--- src/rtl/game_turn_ctrl.sv ---
// rtl/game_turn_ctrl.sv - N-player round-robin turn controller; optional turn timer under GAME_TURN_TIMEOUT_EN
module game_turn_ctrl #(
  parameter int NUM_PLAYERS  = 2,
  parameter int HP_W         = 10,
  parameter int ROUND_W      = 8,
  parameter int TURN_TIMEOUT = 1000000
) (
  input  logic                            clk,
  input  logic                            rst,
  input  logic [NUM_PLAYERS-1:0]          enter_pressed,
  input  logic [NUM_PLAYERS-1:0]          turn_done,
  input  logic [NUM_PLAYERS*HP_W-1:0]     hp_flat,
  output logic [NUM_PLAYERS-1:0]          turn_onehot,
  output logic [$clog2(NUM_PLAYERS)-1:0]  active_idx,
  output logic [1:0]                      state_out,
  output logic                            start_game,
  output logic                            next_turn,
  output logic [ROUND_W-1:0]              round_cnt,
  output logic                            winner_valid,
  output logic [$clog2(NUM_PLAYERS)-1:0]  winner_idx,
  output logic                            draw,
  output logic                            timeout
);

  localparam int IDX_W  = $clog2(NUM_PLAYERS);
  localparam int IDXP_W = IDX_W + 1;
  localparam int CNT_W  = $clog2(NUM_PLAYERS + 1);

  typedef enum logic [1:0] {
    S_IDLE      = 2'd0,
    S_TURN      = 2'd1,
    S_ADVANCE   = 2'd2,
    S_GAME_OVER = 2'd3
  } state_t;

  state_t                   state_q, state_d;
  logic [IDX_W-1:0]         active_idx_q, active_idx_d;
  logic [NUM_PLAYERS-1:0]   turn_onehot_q, turn_onehot_d;
  logic                     start_game_q, start_game_d;
  logic                     next_turn_q, next_turn_d;
  logic [ROUND_W-1:0]       round_cnt_q, round_cnt_d;
  logic                     winner_valid_q, winner_valid_d;
  logic [IDX_W-1:0]         winner_idx_q, winner_idx_d;
  logic                     draw_q, draw_d;

  logic [NUM_PLAYERS-1:0]   alive;
  logic [CNT_W-1:0]         alive_cnt;
  logic [IDX_W-1:0]         survivor_idx;
  logic [IDX_W-1:0]         start_idx;
  logic [IDX_W-1:0]         next_idx;
  logic [IDXP_W-1:0]        cand;
  logic                     found;
  logic                     wrap;
  logic                     game_end;

`ifdef GAME_TURN_TIMEOUT_EN
  localparam int TMR_W = $clog2(TURN_TIMEOUT + 1);
  logic [TMR_W-1:0]         timer_q, timer_d;
  logic                     timeout_q, timeout_d;
`endif

  // Liveness of each player, survivor count, lowest survivor and lowest requesting player
  always_comb begin
    alive        = '0;
    alive_cnt    = '0;
    survivor_idx = '0;
    start_idx    = '0;
    for (int i = 0; i < NUM_PLAYERS; i++) begin
      alive[i]  = |hp_flat[i*HP_W +: HP_W];
      alive_cnt = alive_cnt + CNT_W'(alive[i]);
    end
    for (int i = NUM_PLAYERS - 1; i >= 0; i--) begin
      if (alive[i]) survivor_idx = IDX_W'(i);
      if (enter_pressed[i]) start_idx = IDX_W'(i);
    end
  end

  // Scan upward from the active player, modulo NUM_PLAYERS, for the next alive player
  always_comb begin
    next_idx = active_idx_q;
    found    = 1'b0;
    cand     = '0;
    for (int k = 1; k < NUM_PLAYERS; k++) begin
      cand = {1'b0, active_idx_q} + IDXP_W'(k);
      if (cand >= IDXP_W'(NUM_PLAYERS)) cand = cand - IDXP_W'(NUM_PLAYERS);
      if (!found && alive[cand[IDX_W-1:0]]) begin
        found    = 1'b1;
        next_idx = cand[IDX_W-1:0];
      end
    end
    wrap = (next_idx <= active_idx_q);
  end

  // Next-state and registered-output computation
  always_comb begin
    state_d      = state_q;
    active_idx_d = active_idx_q;
    round_cnt_d  = round_cnt_q;
    start_game_d = start_game_q;
    winner_idx_d = winner_idx_q;
    draw_d       = draw_q;
    game_end     = (state_q == S_TURN || state_q == S_ADVANCE) && (alive_cnt <= CNT_W'(1));
`ifdef GAME_TURN_TIMEOUT_EN
    timeout_d    = 1'b0;
`endif

    if (game_end) begin
      // Elimination outranks turn handover, timeout and advance
      state_d      = S_GAME_OVER;
      draw_d       = (alive_cnt == '0);
      winner_idx_d = (alive_cnt == '0) ? '0 : survivor_idx;
    end else begin
      case (state_q)
        S_IDLE: begin
          if (|enter_pressed) begin
            state_d      = S_TURN;
            active_idx_d = start_idx;
            start_game_d = 1'b1;
            round_cnt_d  = '0;
          end
        end
        S_TURN: begin
          if (turn_done[active_idx_q]) begin
            state_d = S_ADVANCE;
          end
`ifdef GAME_TURN_TIMEOUT_EN
          else if (timer_q == TMR_W'(TURN_TIMEOUT - 1)) begin
            state_d   = S_ADVANCE;
            timeout_d = 1'b1;
          end
`endif
        end
        S_ADVANCE: begin
          state_d      = S_TURN;
          active_idx_d = next_idx;
          if (wrap && (round_cnt_q != {ROUND_W{1'b1}})) round_cnt_d = round_cnt_q + 1'b1;
        end
        S_GAME_OVER: begin
          if (|enter_pressed) begin
            state_d      = S_IDLE;
            start_game_d = 1'b0;
            winner_idx_d = '0;
            draw_d       = 1'b0;
            round_cnt_d  = '0;
          end
        end
        default: state_d = S_IDLE;
      endcase
    end

    next_turn_d    = (state_d == S_TURN);
    winner_valid_d = (state_d == S_GAME_OVER);
    turn_onehot_d  = (state_d == S_TURN || state_d == S_ADVANCE)
                   ? ({{(NUM_PLAYERS-1){1'b0}}, 1'b1} << active_idx_d) : '0;
`ifdef GAME_TURN_TIMEOUT_EN
    // Timer restarts on every TURN entry and runs only while the turn continues
    timer_d = (state_q == S_TURN && state_d == S_TURN) ? timer_q + 1'b1 : '0;
`endif
  end

  // State and output registers
  always_ff @(posedge clk) begin
    if (rst) begin
      state_q        <= S_IDLE;
      active_idx_q   <= '0;
      turn_onehot_q  <= '0;
      start_game_q   <= 1'b0;
      next_turn_q    <= 1'b0;
      round_cnt_q    <= '0;
      winner_valid_q <= 1'b0;
      winner_idx_q   <= '0;
      draw_q         <= 1'b0;
`ifdef GAME_TURN_TIMEOUT_EN
      timer_q        <= '0;
      timeout_q      <= 1'b0;
`endif
    end else begin
      state_q        <= state_d;
      active_idx_q   <= active_idx_d;
      turn_onehot_q  <= turn_onehot_d;
      start_game_q   <= start_game_d;
      next_turn_q    <= next_turn_d;
      round_cnt_q    <= round_cnt_d;
      winner_valid_q <= winner_valid_d;
      winner_idx_q   <= winner_idx_d;
      draw_q         <= draw_d;
`ifdef GAME_TURN_TIMEOUT_EN
      timer_q        <= timer_d;
      timeout_q      <= timeout_d;
`endif
    end
  end

  assign turn_onehot  = turn_onehot_q;
  assign active_idx   = active_idx_q;
  assign state_out    = state_q;
  assign start_game   = start_game_q;
  assign next_turn    = next_turn_q;
  assign round_cnt    = round_cnt_q;
  assign winner_valid = winner_valid_q;
  assign winner_idx   = winner_idx_q;
  assign draw         = draw_q;
`ifdef GAME_TURN_TIMEOUT_EN
  assign timeout      = timeout_q;
`else
  assign timeout      = 1'b0;
`endif

endmodule
--- config.mk ---
export PLATFORM = sky130hd
export DESIGN_NAME = game_turn_ctrl
export DESIGN_NICKNAME = d
export VERILOG_FILES = /design/src/rtl/game_turn_ctrl.sv
export SDC_FILE = /design/constraint.sdc
export NUM_CORES = 1
export LEC_CHECK = 0
export ABC_AREA = 1
export CORE_UTILIZATION = 25
export CTS_BUF_LIST = sky130_fd_sc_hd__clkbuf_8
export CTS_CLUSTER_DIAMETER = 100
export CTS_CLUSTER_SIZE = 40
export DETAILED_ROUTE_END_ITERATION = 7
export GPL_TIMING_DRIVEN = 1
export PLACE_DENSITY = 0.52
export RECOVER_POWER = 25
export SYNTH_ARGS = -nofsm -noshare
export SYNTH_HDL_FRONTEND = slang
export SYNTH_SLANG_ARGS = --single-unit
--- constraint.sdc ---
create_clock -name clk -period 4.47 [get_ports clk]
set_input_delay 1.341 -clock clk [delete_from_list [all_inputs] [get_ports clk]]
set_output_delay 1.341 -clock clk [all_outputs]
set_load 0.1 [all_outputs]
# == Word level (Yosys, flattened, before mapping) ==
# Index checks and enable logic that the tools add are counted.
# totals
regBits,18
word_cells,78
inputBits,26
output_inout_bits,19
# op_classes
n_eq_ne,11
n_addsub,4
shift,1
bitwise_logic,2
n_lt_le_gt_ge,5
n_reduce_logical,18
n_mux,28
# op_table
op,n
10-bit OR reduction,2
1-bit two-way mux,18
8-bit two-way mux,2
8-bit one-hot mux with 2 select lines,1
8-bit by 1-bit adder with 8-bit output (second input constant),1
2-bit == test (second input constant),4
2-bit two-way mux,4
8-bit inequality test (second input constant),1
2-bit one-hot mux with 4 select lines,1
4-bit AND reduction,2
2-bit nonzero test,4
2-bit OR reduction,3
2-bit by 1-bit == test with 1-bit output (second input constant),2
2-bit zero test,2
1-bit by 2-bit less-than comparator with 1-bit output (second input constant),2
2-bit by 1-bit inequality test with 1-bit output (second input constant),2
2-bit inequality test (second input constant),2
1-bit one-hot mux with 2 select lines,2
1-bit by 1-bit adder with 2-bit output,1
1-bit by 1-bit adder with 2-bit output (second input constant),1
2-bit >= comparator (second input constant),1
2-bit by 1-bit less-or-equal comparator with 1-bit output (second input constant),1
1-bit logical AND,2
1-bit logical OR,2
other kinds (5),6

# == Logic depth before layout (Yosys ltp) ==
# Gate-level depths: netlist of run 1.
# depth
depth_word,10
ltp_mapped,11
mapped_depth_nobuf,11

# == Least setup slack after synthesis of run 1 ==
# OpenSTA, ideal clock, no wires.
# synth_path
kind,input to register
startpoint,input hp_flat[3]
endpoint,register turn_onehot_q[1] (netlist: turn_onehot[1])
arrival_ns,2.469
stages,9
required_ns,4.343
slack_ns,1.875
setup_ns,0.127
path_cell_list,or2_1 > nor2_4 > nand3_2 > nand2_2 > inv_1 > o211ai_1 > ha_1 > nand2_1 > a21oi_1
# synth_between
elab_chain_len,9
word_cells_on_any_way,16
cone_classes,add/sub: 1; order compare: 1; eq/ne: 2; shift: 1; mux: 6; bitwise: 1; reduce/logical: 4
# synth_lines
item,line,text
start: declaration,12,"input logic [NUM_PLAYERS*HP_W-1:0] hp_flat,"
10-bit OR reduction *,69,alive[i] = |hp_flat[i*HP_W +: HP_W];
1-bit by 1-bit adder with 2-bit output *,70,alive_cnt = alive_cnt + CNT_W'(alive[i]);
2-bit by 1-bit less-or-equal comparator with 1-bit output *,102,game_end = (state_q == S_TURN || state_q == S_ADVANCE) && (alive_cnt <= CNT_W'(1));
1-bit logical AND *,102,
2-bit two-way mux *,107,if (game_end) begin
named net state_d[0],36,"state_t state_q, state_d;"
2-bit by 1-bit == test with 1-bit output or 2-bit == test (tied branches),153,turn_onehot_d = (state_d == S_TURN || state_d == S_ADVANCE)
1-bit logical OR *,153,
1-bit NOT (no line) *,--,
2-bit OR reduction (no line) *,--,
end signal: assignment,180,turn_onehot_q <= turn_onehot_d;
end: declaration,38,"logic [NUM_PLAYERS-1:0] turn_onehot_q, turn_onehot_d;"
# The timed path passes the listed nets; every way through them passes the cells marked *. The select of a mux whose other input is x is not followed.
# A chain may end at the register's enable or synchronous reset.

# == Worst setup path in the final report of run 1 ==
# layout_path
startpoint,register active_idx_q (netlist: active_idx)
endpoint,output active_idx
# layout_lines
item,line,text
start: declaration,37,"logic [IDX_W-1:0] active_idx_q, active_idx_d;"
start signal: assignment,179,active_idx_q <= active_idx_d;
end: declaration,14,"output logic [$clog2(NUM_PLAYERS)-1:0] active_idx,"
# No word-level cell between the ends.

==> summary.txt, run 1 <==
Run status
  • Status: completed

Cells and area
  • Share of post-route cells with drive strength above 1: 5.88%
  • Total Nets Final: 256
  • Ant diodes: 0
  • Synthesis-to-finish area growth: 40.5%

Timing
  • Tcrit/Tclk final: 72.2%
  • Actual slew at the worst max-slew pin: 992 ps
  • Setup TNS: 0 ps
  • Final Skew: 3.35 ps
  • Final Worst Setup Slack: 1240 ps
  • Final Hold Fails: 0
  • Highest clock rate: 310 MHz
  • Max Slew Vio Count: 0
  • Final setup fails: 0
  • Relative slew slack: 33.6%
  • RSZ-0062 raised after global routing: no
  • Post-layout minimum cycle time: 3230 ps

GRT
  • GR Util met2: 22.8%
  • Grt met1 use: 16.3%
  • Number of antenna violations at the first check in global routing: 0
  • Grt met3 use: 2.99%
  • Vias in the first global route: 1,173
  • Total gr overflow: 0
  • GRT Resource Usage Total: 12.8%
  • First-pass GRT wire length: 5210 um
  • Pin count of the biggest net entering global routing: 15
  • Top Usage Layer GRT: met2

Detailed routing
  • Residual DRC: 0
  • Initial DRC count: 73
  • First drt pass iteration count: 4
  • Antenna-violating nets left: 0
  • Via count: 1,227
  • Avg WL per Cell: 11.1 um
  • Routed Wire Length: 3030 um
  • DR vias/cell: 4.49

Yosys
  • Syn. warnings: 0
  • XOR/XNOR share of the synthesized area: 0%
  • Synthesized area: 0.00120 sq mm
  • Multiplexer area fraction after synthesis: 0%
  • Synth top area share: 30.1%
  • Cells after Synth: 180
  • Largest family of logic cells by synthesized area: simple AND/OR/NAND/NOR gates
  • Average cell area after synthesis: 6.65 sq um
  • Simple-Gate Fraction of Synth Area: 40.4%
  • Seq/Total Area, Yosys: 30.1%
  • Post-synthesis adder-cell area fraction: 7.31%
  • Compound-Gate Fraction of Synth Area: 10.8%
  • Mapped Nets: 213
  • Post-synth cell types: 26
  • Area contributors post-synth: dfxtp_1 (30%), nand2_1 (12%), nor2_1 (8.2%)
  • Largest area contributor in the netlist: dfxtp_1
  • Flop and latch count out of synthesis: 18

Floorplanning
  • Area of the die: 0.00507 sq mm
  • Chip width: 71.2 um
  • Core Area: 0.00447 sq mm
  • Row count: 24
  • Initial Utilization: 26.8%
  • I/O Pins: 45
  • Die extent in y: 71.2 um

Worst setup path
  • CP peak stage delay: 1180 ps
  • Critical Path Source Type: register
  • Worst endpoint data arrival time: 1890 ps
  • Critical Path RT: 3130 ps
  • Critical Path Sink Type: primary output
  • Slowest cell on the critical path: clkdlybuf4s50_1
  • Buf/Inv on CP: 1
  • Critical path type: register to primary output
  • CP top delay family: buffers and inverters
  • CP max FO: 7
  • Crit path cell chain: clkdlybuf4s50_1

Clock tree
  • Hold Buf Count CTS: 0
  • Post-CTS resize count: 0
  • Sink Count: 18
  • CTS tree: done
  • Worst skew pair latency: 250 ps
  • H-tree depth: 1
  • Clk root buf: clkbuf_8
  • Post-CTS setup repair buffer count: 0
  • Cts bufs inserted: 3
  • Reg clk slew, reported paths: 60 ps
  • Clk buf depth: 2

Worst hold path
  • Hold Crit Class: register to register

Run
  • Max-cap viol count: 0

Placement
  • Final HPWL DP: 2350 um
  • DP Worst Slack: 1330 ps
  • Port buffer count: 43
  • RD Place Congestion: 0.787

Power
  • Worst IR Drop VDD: 0.000188 V
  • Leak: 0.700 nW
  • Pwr dens: 319 mW/mm^2
-- layout by cell type (no fill, tap or decap), drive strengths merged, types with 2 or more instances in the layout --
master         count
inv               22
nor3               2
dfxtp             18
o21ai              6
a21oi             14
ha                 7
o211ai             2
nand3             21
nand4              2
clkdlybuf4s50     41
dlygate4sd3        2
nor2              29
nand2             41
or2                4
clkbuf             3
-- synth_stat cells, drive strengths merged --
cell type	number
nor2	29
inv	22
nand4	2
nor3b	1
buf	5
conb	1
o21ai	6
o22ai	1
dfxtp	18
nand3	21
o21bai	1
ha	7
nor3	2
a21oi	14
nand2	41
nand3b	1
or2	4
and2	1
clkinv	1
o211ai	2
-- worst paths after layout --
kind                start        endpoint  slack (ps)  cells after the start
min            start_game      start_game         470                      2
max            active_idx      active_idx        1240                      1
max reg2reg  state_out[0]  turn_onehot[1]        2250                      9
min reg2reg    start_game      start_game         470                      2
-- registers in the layout, summed over array words and instances, names as in the netlist --
signal        flops
active_idx        1
next_turn         1
draw              1
state_out         2
round_cnt         8
start_game        1
winner_idx        1
winner_valid      1
turn_onehot       2
-- cell families after synthesis --
group,after synthesis
adders and majority gates,7
buffers and inverters,28
and+or+nand+nor,102
other,1
DFF,18
AOI/OAI and AO/OA,24
-- stage by stage --
step | hold slack (ps) | total power [mW] | instances | area, sq um | util (%)
2_1_floorplan | 926 | 0.367 | 180 | 1200 | -
3_3_place_gp | 450 | 0.429 | 270 | 1650 | 36.8
3_5_place_dp | 457 | 0.430 | 270 | 1650 | 36.8
4_1_cts | 473 | 0.544 | 273 | 1690 | 37.7
5_1_grt | 500 | 0.569 | 273 | 1680 | 37.6
6_report | 469 | 0.536 | 273 | 1680 | 37.6
-- layout make-up --
type / instances / area (sq um)
clock buffers: 3 / 41.3
fillers: 471 / 2790
inverters: 23 / 86.3
multi-input cells: 134 / 699
flip-flops and latches: 18 / 360
well taps: 52 / 65.1
repair buffers: 43 / 430
-- power breakdown --
part,switching [mW],total [mW],leakage (nW),internal [mW]
clock,0.0515,0.111,0.0216,0.0598
sequential,0.0144,0.189,0.147,0.175
combinational,0.166,0.236,0.531,0.0698
-- routing by layer --
layer | vias up | share of wire, %
met1 | 548 | 46
met4 | 0 | 0.40
met2 | 26 | 49
met5 | - | 0
li1 | 651 | -
met3 | 2 | 4.3
No activity file was read; power rests on OpenSTA's default activity.
==> run 2: changes to the inputs <==
--- a/config.mk
+++ b/config.mk
@@ -12,7 +12,7 @@
 export CTS_CLUSTER_SIZE = 40
 export DETAILED_ROUTE_END_ITERATION = 7
 export GPL_TIMING_DRIVEN = 1
-export PLACE_DENSITY = 0.52
+export PLACE_DENSITY = 0.54
 export RECOVER_POWER = 25
 export SYNTH_ARGS = -nofsm -noshare
 export SYNTH_HDL_FRONTEND = slang
==> constraint.sdc (replaced) <==
create_clock -name clk -period 2.7 [get_ports clk]
set_input_delay 0.81 -clock clk [delete_from_list [all_inputs] [get_ports clk]]
set_output_delay 0.81 -clock clk [all_outputs]
set_load 0.1 [all_outputs]
==> summary.txt, run 2 (synthesis results as in run 1) <==
Run status
  • Status: complete, but fails checks
  • Failing checks: design-rule violations

Placement
  • Final HPWL DP: 2330 um (-0.97%)
  • Post-DP Area: 0.00161 sq mm (-2.3%)
  • Port buffer count: 43 (unchanged)
  • RD Place Congestion: 0.765 (-2.8%)

Worst setup path
  • Cell depth of the worst flop-to-flop path: 9 (unchanged)
  • Critical Path RT: 2820 ps (-310 ps)
  • Critical Path Sink Type: register
  • Crit path from: enter_pressed[1]
  • Critical path type: input port to register
  • Worst endpoint data arrival time: 2480 ps (+590 ps)
  • CP max FO: 3 (-4)
  • Worst r2r src: state_out[0]
  • Critical Path Source Type: input port

Timing
  • Relative slew slack: 20.5% (-13 points)
  • Highest clock rate: 425 MHz
  • RSZ-0062 raised after global routing: no
  • Tcrit/Tclk final: 87.2%
  • Max Slew Vio Count: 0 (unchanged)
  • Post-layout minimum cycle time: 2350 ps
  • Actual slew at the worst max-slew pin: 1200 ps (+206 ps)
  • Setup TNS: 0 ps (unchanged)
  • Final Skew: 5.57 ps (+2.22 ps)
  • Final setup fails: 0 (unchanged)
  • Final Hold Fails: 0 (unchanged)

Cells and area
  • Largest register FFs: 8 (unchanged)
  • Synthesis-to-finish area growth: 35.3%
  • Ant diodes: 0 (unchanged)
  • Post-Layout Inst Area: 0.00162 sq mm (-3.7%)
  • Most frequent cells in the layout: nand2_1 (39), nor2_1 (26), clkdlybuf4s50_1 (24), inv_1 (22), dfxtp_1 (18)
  • Multi-input gate area in the final layout: 704 sq um (+0.72%)
  • Fillers: 489 (+3.8%)
  • Reg area: 360 sq um (unchanged)
  • Total Nets Final: 257 (+0.39%)
  • Commonest non-fill, non-tap cell in the layout: nand2_1
  • Share of post-route cells with drive strength above 1: 11.7% (+5.8 points)

GRT
  • Pin count of the biggest net entering global routing: 15 (unchanged)
  • GRT Resource Usage Total: 12.7% (-0.090 points)
  • Total gr overflow: 0 (unchanged)
  • Vias in the first global route: 1,112 (-5.2%)
  • Number of antenna violations at the first check in global routing: 0 (unchanged)
  • First-pass GRT wire length: 5110 um (-1.9%)

Floorplanning
  • Die extent in y: 71.2 um (unchanged)
  • Area of the die: 0.00507 sq mm (unchanged)
  • I/O Pins: 45 (unchanged)
  • Row count: 24 (unchanged)
  • Initial Utilization: 26.8% (unchanged)
  • Chip width: 71.2 um (unchanged)
  • Core Area: 0.00447 sq mm (unchanged)

Detailed routing
  • Routed Wire Length: 3010 um (-0.59%)
  • Via count: 1,233 (+0.49%)
  • First drt pass iteration count: 6 (+2)
  • Antenna-violating nets left: 0 (unchanged)
  • Initial DRC count: 50 (-32%)
  • Avg WL per Cell: 11.0 um (-0.96%)
  • DR vias/cell: 4.50 (+0.12%)
  • Residual DRC: 1 (+1)

Worst hold path
  • Hold Path Origin: winner_idx
  • Min-Delay Path Depth: 2 (unchanged)
  • Hold Crit Class: register to register

Clock tree
  • Post-CTS setup repair buffer count: 0 (unchanged)
  • CTS tree: done
  • Cts bufs inserted: 3 (unchanged)
  • Hold Buf Count CTS: 0 (unchanged)
  • Clk buf depth: 2 (unchanged)
  • Clk root buf: clkbuf_8
  • Post-CTS resize count: 0 (unchanged)
  • Sink Count: 18 (unchanged)
  • Reg clk slew, reported paths: 70 ps (about the same)
  • H-tree depth: 1 (unchanged)
  • Worst skew pair latency: 250 ps (about the same)

Power
  • Leak: 0.704 nW (+0.54%)
  • Worst IR Drop VDD: 0.000431 V (+130%)
  • Pwr dens: 538 mW/mm^2 (+69%)

Run
  • Max-cap viol count: 0 (unchanged)
run 2: changes by cell type in the layout (fill, tap and decap cells not counted):
cell / delta
nand2_2: +2
clkbuf_1: +8
dlygate4sd3_1: -1
clkdlybuf4s50_1: -17
buf_4: +11
nand2_1: -2
run 2: power breakdown:
group          switching [mW]  internal (mW)  leakage (nW)  total (mW)
Combinational           0.273         0.0992         0.535       0.373
Clock                  0.0870         0.0991        0.0216       0.186
Sequential             0.0246          0.289         0.147       0.314
run 2: path summary, 6_finish.rpt:
check,end,slack (ps)
setup / recovery,turn_onehot[1],350
hold / removal,winner_idx,480
setup reg to reg,turn_onehot[1],580
hold reg to reg,winner_idx,480
run 2: worst max-delay path, cell delays in order:
cell and delay (ps):
dlygate4sd3_1 550, nor2_1 140, o21ai_0 170, or2_2 310
nand3_1 130, ha_1 240, nand2_1 80, a21oi_1 50
run 2: cell type report:
type                       instances  area share [%]
sequential                        18            22.2
timing repair buffer              44            22.4
multi-input combinational        134            43.5
inverter                          23            5.33
clock buffer                       3            2.55
tap                               52            4.02
run 2: stage by stage:
step	cells	hold slack, ps	total power [mW]	setup WS [ps]	util (%)
final	274	484	0.872	347	36.2
after global routing	274	496	0.929	184	36.2
after CTS	274	488	0.895	358	36.9
after detailed placement	271	477	0.702	108	36.0
after global placement	271	478	0.703	147	36.0
after floorplan	180	926	0.608	116	-
run 2: per-layer routing:
layer  GRT usage (%)  part of all wire, %
met1            15.6                   48
met2            22.2                   48
met3            3.56                  3.9
met4            2.67                 0.70
met5               0                    0
